[src/rtl/aes_ti_seq.sv]
// Byte-serial sequencer around a threshold-implementation (masked) AES core:
// collects 16 shared plaintext/key bytes, feeds the core, gathers the ciphertext and drains it.
module aes_ti_seq #(
  parameter int NSHARES = 2,
  parameter int TIMEOUT = 300,
  parameter int REFRESH = 1
) (
  input  logic                 ClkxCI,
  input  logic                 RstxRI,
  input  logic                 InValidxSI,
  output logic                 InReadyxSO,
  input  logic [8*NSHARES-1:0] PTxDI,
  input  logic [7:0]           KxDI,
  input  logic [7:0]           RandxDI,
  output logic                 CoreStartxSO,
  output logic [8*NSHARES-1:0] CorePTxDO,
  output logic [7:0]           CoreKxDO,
  input  logic                 CoreDonexSI,
  input  logic [8*NSHARES-1:0] CoreCTxDI,
  output logic                 OutValidxSO,
  input  logic                 OutReadyxSI,
  output logic [8*NSHARES-1:0] CTxDO,
  output logic                 OutLastxSO,
  output logic                 ErrxSO
);

  localparam int SW = 8 * NSHARES;
  localparam int TW = $clog2(TIMEOUT + 1);
  localparam logic [TW-1:0] TLAST = TW'(TIMEOUT - 1);
  localparam logic [TW-1:0] TONE  = TW'(1);

  typedef enum logic [2:0] {IDLE, LOAD, FEED, RUN, COLLECT, DRAIN} state_t;

  state_t        stateQ, stateD;
  logic [3:0]    idxQ, idxD;
  logic [TW-1:0] timerQ, timerD;
  logic          errQ, errD;
  logic          inFire, ptWr, ctWr, timedOut;

  logic [SW-1:0] ptBuf [16];
  logic [7:0]    kBuf  [16];
  logic [SW-1:0] ctBuf [16];

  // The same fresh byte is folded into share 0 and share 1, so it cancels in the
  // XOR of all shares; shares are never combined with one another.
  function automatic logic [SW-1:0] remask(input logic [SW-1:0] shares,
                                           input logic [7:0] rnd);
    logic [SW-1:0] r;
    r = shares;
    if (REFRESH != 0) begin
      r[7:0]  = shares[7:0]  ^ rnd;
      r[15:8] = shares[15:8] ^ rnd;
    end
    return r;
  endfunction

  assign InReadyxSO   = ~RstxRI & ((stateQ == IDLE) || (stateQ == LOAD));
  assign inFire       = InValidxSI & InReadyxSO;
  assign timedOut     = ((stateQ == FEED) || (stateQ == RUN)) && (timerQ == TLAST);

  assign CoreStartxSO = (stateQ == FEED) && (idxQ == 4'd0);
  assign CorePTxDO    = (stateQ == FEED) ? ptBuf[idxQ] : '0;
  assign CoreKxDO     = (stateQ == FEED) ? kBuf[idxQ]  : '0;
  assign OutValidxSO  = (stateQ == DRAIN);
  assign CTxDO        = (stateQ == DRAIN) ? ctBuf[idxQ] : '0;
  assign OutLastxSO   = (stateQ == DRAIN) && (idxQ == 4'd15);
  assign ErrxSO       = errQ;

  always_comb begin
    stateD = stateQ;
    idxD   = idxQ;
    timerD = timerQ;
    errD   = errQ;
    ptWr   = 1'b0;
    ctWr   = 1'b0;
    case (stateQ)
      IDLE: begin
        timerD = '0;
        if (inFire) begin
          ptWr   = 1'b1;
          idxD   = idxQ + 4'd1;
          stateD = LOAD;
        end
      end
      LOAD: begin
        timerD = '0;
        if (inFire) begin
          ptWr = 1'b1;
          idxD = idxQ + 4'd1;
          if (idxQ == 4'd15) stateD = FEED;
        end
      end
      FEED: begin
        timerD = timerQ + TONE;
        idxD   = idxQ + 4'd1;
        if (idxQ == 4'd15) stateD = RUN;
        if (timedOut) begin
          errD   = 1'b1;
          idxD   = 4'd0;
          stateD = IDLE;
        end
      end
      RUN: begin
        if (CoreDonexSI) begin
          ctWr   = 1'b1;
          idxD   = idxQ + 4'd1;
          stateD = COLLECT;
        end else if (timedOut) begin
          errD   = 1'b1;
          idxD   = 4'd0;
          stateD = IDLE;
        end else begin
          timerD = timerQ + TONE;
        end
      end
      COLLECT: begin
        // Gaps in the core's done stream simply hold the capture index.
        if (CoreDonexSI) begin
          ctWr = 1'b1;
          idxD = idxQ + 4'd1;
          if (idxQ == 4'd15) stateD = DRAIN;
        end
      end
      DRAIN: begin
        if (OutReadyxSI) begin
          idxD = idxQ + 4'd1;
          if (idxQ == 4'd15) stateD = IDLE;
        end
      end
      default: stateD = IDLE;
    endcase
  end

  always_ff @(posedge ClkxCI or posedge RstxRI) begin
    if (RstxRI) begin
      stateQ <= IDLE;
      idxQ   <= 4'd0;
      timerQ <= '0;
      errQ   <= 1'b0;
    end else begin
      stateQ <= stateD;
      idxQ   <= idxD;
      timerQ <= timerD;
      errQ   <= errD;
    end
  end

  // Data buffers carry no reset; every entry is rewritten before it is read.
  always_ff @(posedge ClkxCI) begin
    if (ptWr) begin
      ptBuf[idxQ] <= remask(PTxDI, RandxDI);
      kBuf[idxQ]  <= KxDI;
    end
    if (ctWr) ctBuf[idxQ] <= CoreCTxDI;
  end

endmodule

[config.mk]
export PLATFORM = sky130hd
export DESIGN_NAME = aes_ti_seq
export DESIGN_NICKNAME = d
export VERILOG_FILES = /design/src/rtl/aes_ti_seq.sv
export SDC_FILE = /design/constraint.sdc
export NUM_CORES = 1
export LEC_CHECK = 0
export ABC_AREA = 1
export CAP_MARGIN = 20
export CORE_ASPECT_RATIO = 1.75
export CORE_MARGIN = 1
export CORE_UTILIZATION = 40
export CTS_BUF_LIST = sky130_fd_sc_hd__clkbuf_4 sky130_fd_sc_hd__clkbuf_8 sky130_fd_sc_hd__clkbuf_16
export DETAILED_ROUTE_END_ITERATION = 6
export PLACE_DENSITY = 0.67
export RECOVER_POWER = 50
export SYNTH_ARGS = -nofsm -noshare
export SYNTH_HDL_FRONTEND = slang
export SYNTH_SLANG_ARGS = --single-unit
export TNS_END_PERCENT = 10
[constraint.sdc]
create_clock -name ClkxCI -period 4.15 [get_ports ClkxCI]
set_input_delay 1.0375 -clock ClkxCI [delete_from_list [all_inputs] [get_ports ClkxCI]]
set_output_delay 1.0375 -clock ClkxCI [all_outputs]
set_load 0.05 [all_outputs]
# Word level (Yosys, flattened, before mapping)
# Memory sizes are Yosys's and may differ from the RTL's.
# Cells that the tools add are included.
[word_totals]
regBits = 17
mem_bits_rw = 640
input_bits = 53
output_inout_bits = 45
wordCells = 86
n_memories = 3
[mem_list]
columns = ["name", "words", "width", "read_ports", "rd_ports_with_merged_regs", "write_ports", "line", "rtl"]
rows = [
  ["ctBuf", 16, 16, 1, 0, 1, "42", "logic [SW-1:0] ctBuf [16];"],
  ["ptBuf", 16, 16, 1, 0, 1, "40", "logic [SW-1:0] ptBuf [16];"],
  ["kBuf", 16, 8, 1, 0, 1, "41", "logic [7:0] kBuf [16];"],
]
[op_classes]
addsub = 2
eq_ne = 19
n_mux = 37
n_bitwise = 5
reduce_logical = 16
[op_table]
columns = ["op", "count"]
rows = [
  ["$mux 16", 3],
  ["$mux 3", 11],
  ["$pmux 9 s3", 1],
  ["$mux 4", 6],
  ["$pmux 4 s5", 1],
  ["$mux 9", 2],
  ["$pmux 3 s6", 1],
  ["$xor 8x8->8", 2],
  ["$ne 2x2->1 const B", 6],
  ["$mux 1", 10],
  ["$add 9x1->9 const B", 1],
  ["$eq 9x9->1 const B", 1],
  ["$reduce_and 9->1", 1],
  ["$mux 8", 1],
  ["$ne 2x1->1 const B", 4],
  ["$eq 3x2->1 const B", 2],
  ["$eq 3x3->1 const B", 2],
  ["$reduce_and 5->1", 1],
  ["$reduce_bool 5->1", 1],
  ["$add 4x1->4 const B", 1],
  ["$eq 4x4->1 const B", 1],
  ["$logic_not 4->1", 1],
  ["$reduce_or 2->1", 2],
  ["$eq 3x1->1 const B", 1],
  ["12 further kinds", 16],
]

# Longest topological paths before layout
[logic_depth]
word_depth = 8
depth_mapped = 12

# Worst setup path before layout
# OpenSTA, ideal clock, no wires.
[synth_path]
path_type = "input to register"
startpoint = "input port RstxRI"
endpoint = "memory kBuf[10][0], enable pin"
arrival_ps = 3658
setup_slack_ps = 56
path_stages = 4
path_buffers = 1
path_cell_list = "inv_1 > nand3_1 > clkbuf_1 > nor3_1"
[synth_between]
elab_chain_cells = 7
[synth_lines]
columns = ["item", "line", "rtl"]
rows = [
  ["start, declared", "9", "input logic RstxRI,"],
  ["$not 1->1", "57", "assign InReadyxSO = ~RstxRI & ((stateQ == IDLE) || (stateQ == LOAD));"],
  ["$and 1x1->1", "57", ""],
  ["$and 1x1->1", "58", "assign inFire = InValidxSI & InReadyxSO;"],
  ["$mux 1", "79, 87", ""],
  ["$mux 1", "n/a", ""],
  ["$mux 1", "150", "if (ptWr) begin"],
  ["$mux 1 (implied by the code)", "152", "kBuf[idxQ] <= KxDI;"],
  ["end, declared", "41", ""],
]
# Every way passes these cells.

# Worst setup path in the final report
[layout_path]
startpoint = "register idxQ[0]"
endpoint = "output port CorePTxDO[15]"
[layout_between]
elab_chain_cells = 2
[layout_lines]
columns = ["item", "line", "rtl"]
rows = [
  ["start, declared", "35", "logic [3:0] idxQ, idxD;"],
  ["start signal, assigned", "142", "idxQ <= idxD;"],
  ["$mem_v2 16x16", "n/a", ""],
  ["$mux 16", "62", "assign CorePTxDO = (stateQ == FEED) ? ptBuf[idxQ] : '0;"],
  ["end, declared", "16", "output logic [8*NSHARES-1:0] CorePTxDO,"],
]
# Every way passes these cells.

==> results.cfg <==
[cells_and_area]
area_delta_synth_final_pct = 17.5
n_fill_cell = 5724
final_area_um2 = 31600
drive_gt1_frac = 0.101
instances_no_fill = 3328
fin_nets = 2450
layout_commonest_cell = edfxtp_1
final_util = 0.476
final_cell_mix = 640 x edfxtp_1, 460 x nor2_1, 375 x nand2_1

[synth]
synth_area_um2 = 26900
syn_avg_cell_area_um2 = 11.8
yosys.area_share.simple = 0.128
synth_compound_area_frac = 0.0914
synth-seq-cells = 657
synth_top_family_by_area = simple AND/OR/NAND/NOR gates
synth_mux_area_frac = 0
yosys_warnings = 0
synth_edf_count = 640
synth_async_sr_flop_share = 0.0259
synth_nets = 2347
ys_types = 26
synth_xor_xnor_area_share = 0.00684
synth_ff_type = edfxtp_1
yosysSeqAreaShare = 0.730
synth_cells = 2289
yosys.area_share.adder = 0.00233

[clock_network]
postCtsHoldBufs = 0
htreeDepth = 2
path_clk_slew_ns = 0.07
clock-sinks = 657
cts_tree = built
cts_buffer_depth = 3
cts_buffers = 56
insertion_delay_ns = 0.61
cts-root-buf = clkbuf_16

[worst_setup_path]
crit_arrival_ns = 2.98
critPathMaxFanout = 66
startpoint = idxQ[0]
crit_slowest_cell = dfrtp_4
critPathKind = reg -> out
worst_setup_path_start_kind = register
worstSetupEndpointType = output port
required_ns = 3.11
rr_startpoint = idxQ[1]
crit_chain = clkinv_8 > buf_12 > nor2_1 > o21ai_0 > nand2_1 > nand2_1 > clkinv_1 > a31oi_1 > buf_12
max_stage_delay_ns = 0.64

[placed_design]
place_area_um2 = 29600
dp_hpwl_um = 38000
port_buffers = 97
pre_cts_slack_ns = 0.594
gp_congestion = 0.787
dp.cells = 3215

[sta]
max_freq_ghz = 0.249
hold_viol_final = 0
slew_headroom = 0.108
period_share = 0.967
setup_viol = 0
layout_min_cycle_time_ns = 4.01
hold_ws_ns = 0.498
clock_skew_ns = 0.0217
worst_pin_slew_ns = 1.34
rsz0062_at_grt = false
setup_tns_ns = 0
layout_setup_ws_ns = 0.136
final-max-slew-violation-count = 0

[route]
drtIter0Drc = 1712
viasPerCell = 5.37
drc_errors = 0
route.detailed.wl_per_inst_um = 20.5
dr_wl_met3_um = 4120
routedLengthMet1_um = 25100
maxUsedRoutingLayer = met5
vias = 17900
drt_wl_total_um = 68200
postRouteAntennaNets = 0
drt-pass1-iter-count = 5
met2_length_um = 36200

[min_path]
hold_class = reg -> reg
hold_path_startpoint = ErrxSO

[power_and_ir_drop]
p_leak_nw = 10.9
p_comb_frac = 0.313
seq_power_share = 0.402
power_density_nw_per_um2 = 609
clockPowerShare = 0.286
switchingPower_mw = 6.59
vdd_drop_max_uv = 397
intPower_mw = 12.7
p_sw_frac = 0.342
power.total_mw = 19.2

[floorplanning]
start_util = 0.405
placementRows = 125
die_w_um = 198
core_area_um2 = 66500
fp.dieArea_um2 = 68300
die_y_um = 345
io_pins = 98

[global_routing]
grt_pass1_vias = 17700
track_usage = 0.200
grt_max_degree = 110
grt.overflow.total = 0
grt_pass1_wl_um = 103000
antenna_found_initial = 2

[flow_run]
cap_violations = 0

[outcome]
outcome = finished clean
==> final cells by class <==
class / count / area (um2) / share of cell area
well taps: 889 / 1110 / 0.0352
diodes: 2 / 5.00 / 0.000158
clock buffers: 74 / 1570 / 0.0497
multi-input cells: 1384 / 6330 / 0.200
flip-flops and latches: 657 / 19700 / 0.621
inverters: 116 / 457 / 0.0144
repair buffers: 177 / 2140 / 0.0675
clock inverters: 29 / 358 / 0.0113
==> state kept, by name, indices dropped and copies added (netlist names) <==
signal	count
idxQ	4
ErrxSO	1
stateQ	3
timerQ	9
ptBuf	256
kBuf	128
ctBuf	256
==> per-layer routing <==
layer  GRT usage  vias to the layer above
li1            -                     8198
met1       0.226                     8829
met2       0.371                      674
met3      0.0224                      165
met4      0.0886                        2
met5           0                        -
==> worst max-delay path: cells and delay by family, from the launching register on <==
family / cells / cell delay, ns
flops: 1 / 0.64
simple gates: 3 / 0.21
buf+inv: 4 / 0.85
compound gates: 2 / 0.65
==> repair_timing <==
item / CTS / global route
resized for setup: 1 / 4
buffers inserted: 0 / 1
setup endpoints to repair: 3 / 20
==> cells in the mapped netlist, types with 2 or more instances <==
cell type | instances | area, um2
edfxtp_1 | 640 | 19200
nor2_1 | 465 | 1750
nand2_1 | 374 | 1400
o21ai_0 | 319 | 1600
inv_1 | 85 | 319
o22ai_1 | 81 | 507
clkbuf_1 | 71 | 267
a31oi_1 | 40 | 250
buf_2 | 34 | 170
nor3_1 | 30 | 150
clkinv_1 | 26 | 97.6
nand3_1 | 26 | 130
xor2_1 | 21 | 184
dfrtp_1 | 17 | 425
o21ai_1 | 16 | 80.1
buf_6 | 14 | 158
buf_1 | 9 | 33.8
ha_1 | 5 | 62.6
inv_2 | 5 | 18.8
a21oi_1 | 2 | 10.0
buf_4 | 2 | 15.0
buf_8 | 2 | 30.0
nand4_1 | 2 | 12.5
==> path summary, 6_finish.rpt <==
path,end,slack (ns),cells after the start
worst max register to register,ptBuf[13][13],1.25,6
max in group asynchronous,idxQ[1],2.24,3
worst min-delay path,ErrxSO,0.50,1
worst min register to register,ErrxSO,0.50,1
worst max-delay path,CorePTxDO[15],0.14,9
min in group asynchronous,timerQ[7],1.21,3
==> power groups by stage <==
stage          logic (mW)  registers (mW)  clock network, mW
3_5_place_dp         5.98            7.87                  0
2_1_floorplan        4.06            7.76                  0
3_3_place_gp         5.81            7.86                  0
5_1_grt              6.63            7.75               5.82
4_1_cts              6.01            7.73               5.59
6_report             6.02            7.73               5.50
==> logic make-up after synthesis <==
| logic type | after synthesis |
|---|---|
| and+or+nand+nor | 898 |
| DFF | 657 |
| AOI/OAI and AO/OA | 460 |
| buffers and inverters | 248 |
| xor gates and xnor gates | 21 |
| adders and majority gates | 5 |
Power figures use the tool's default switching activity.
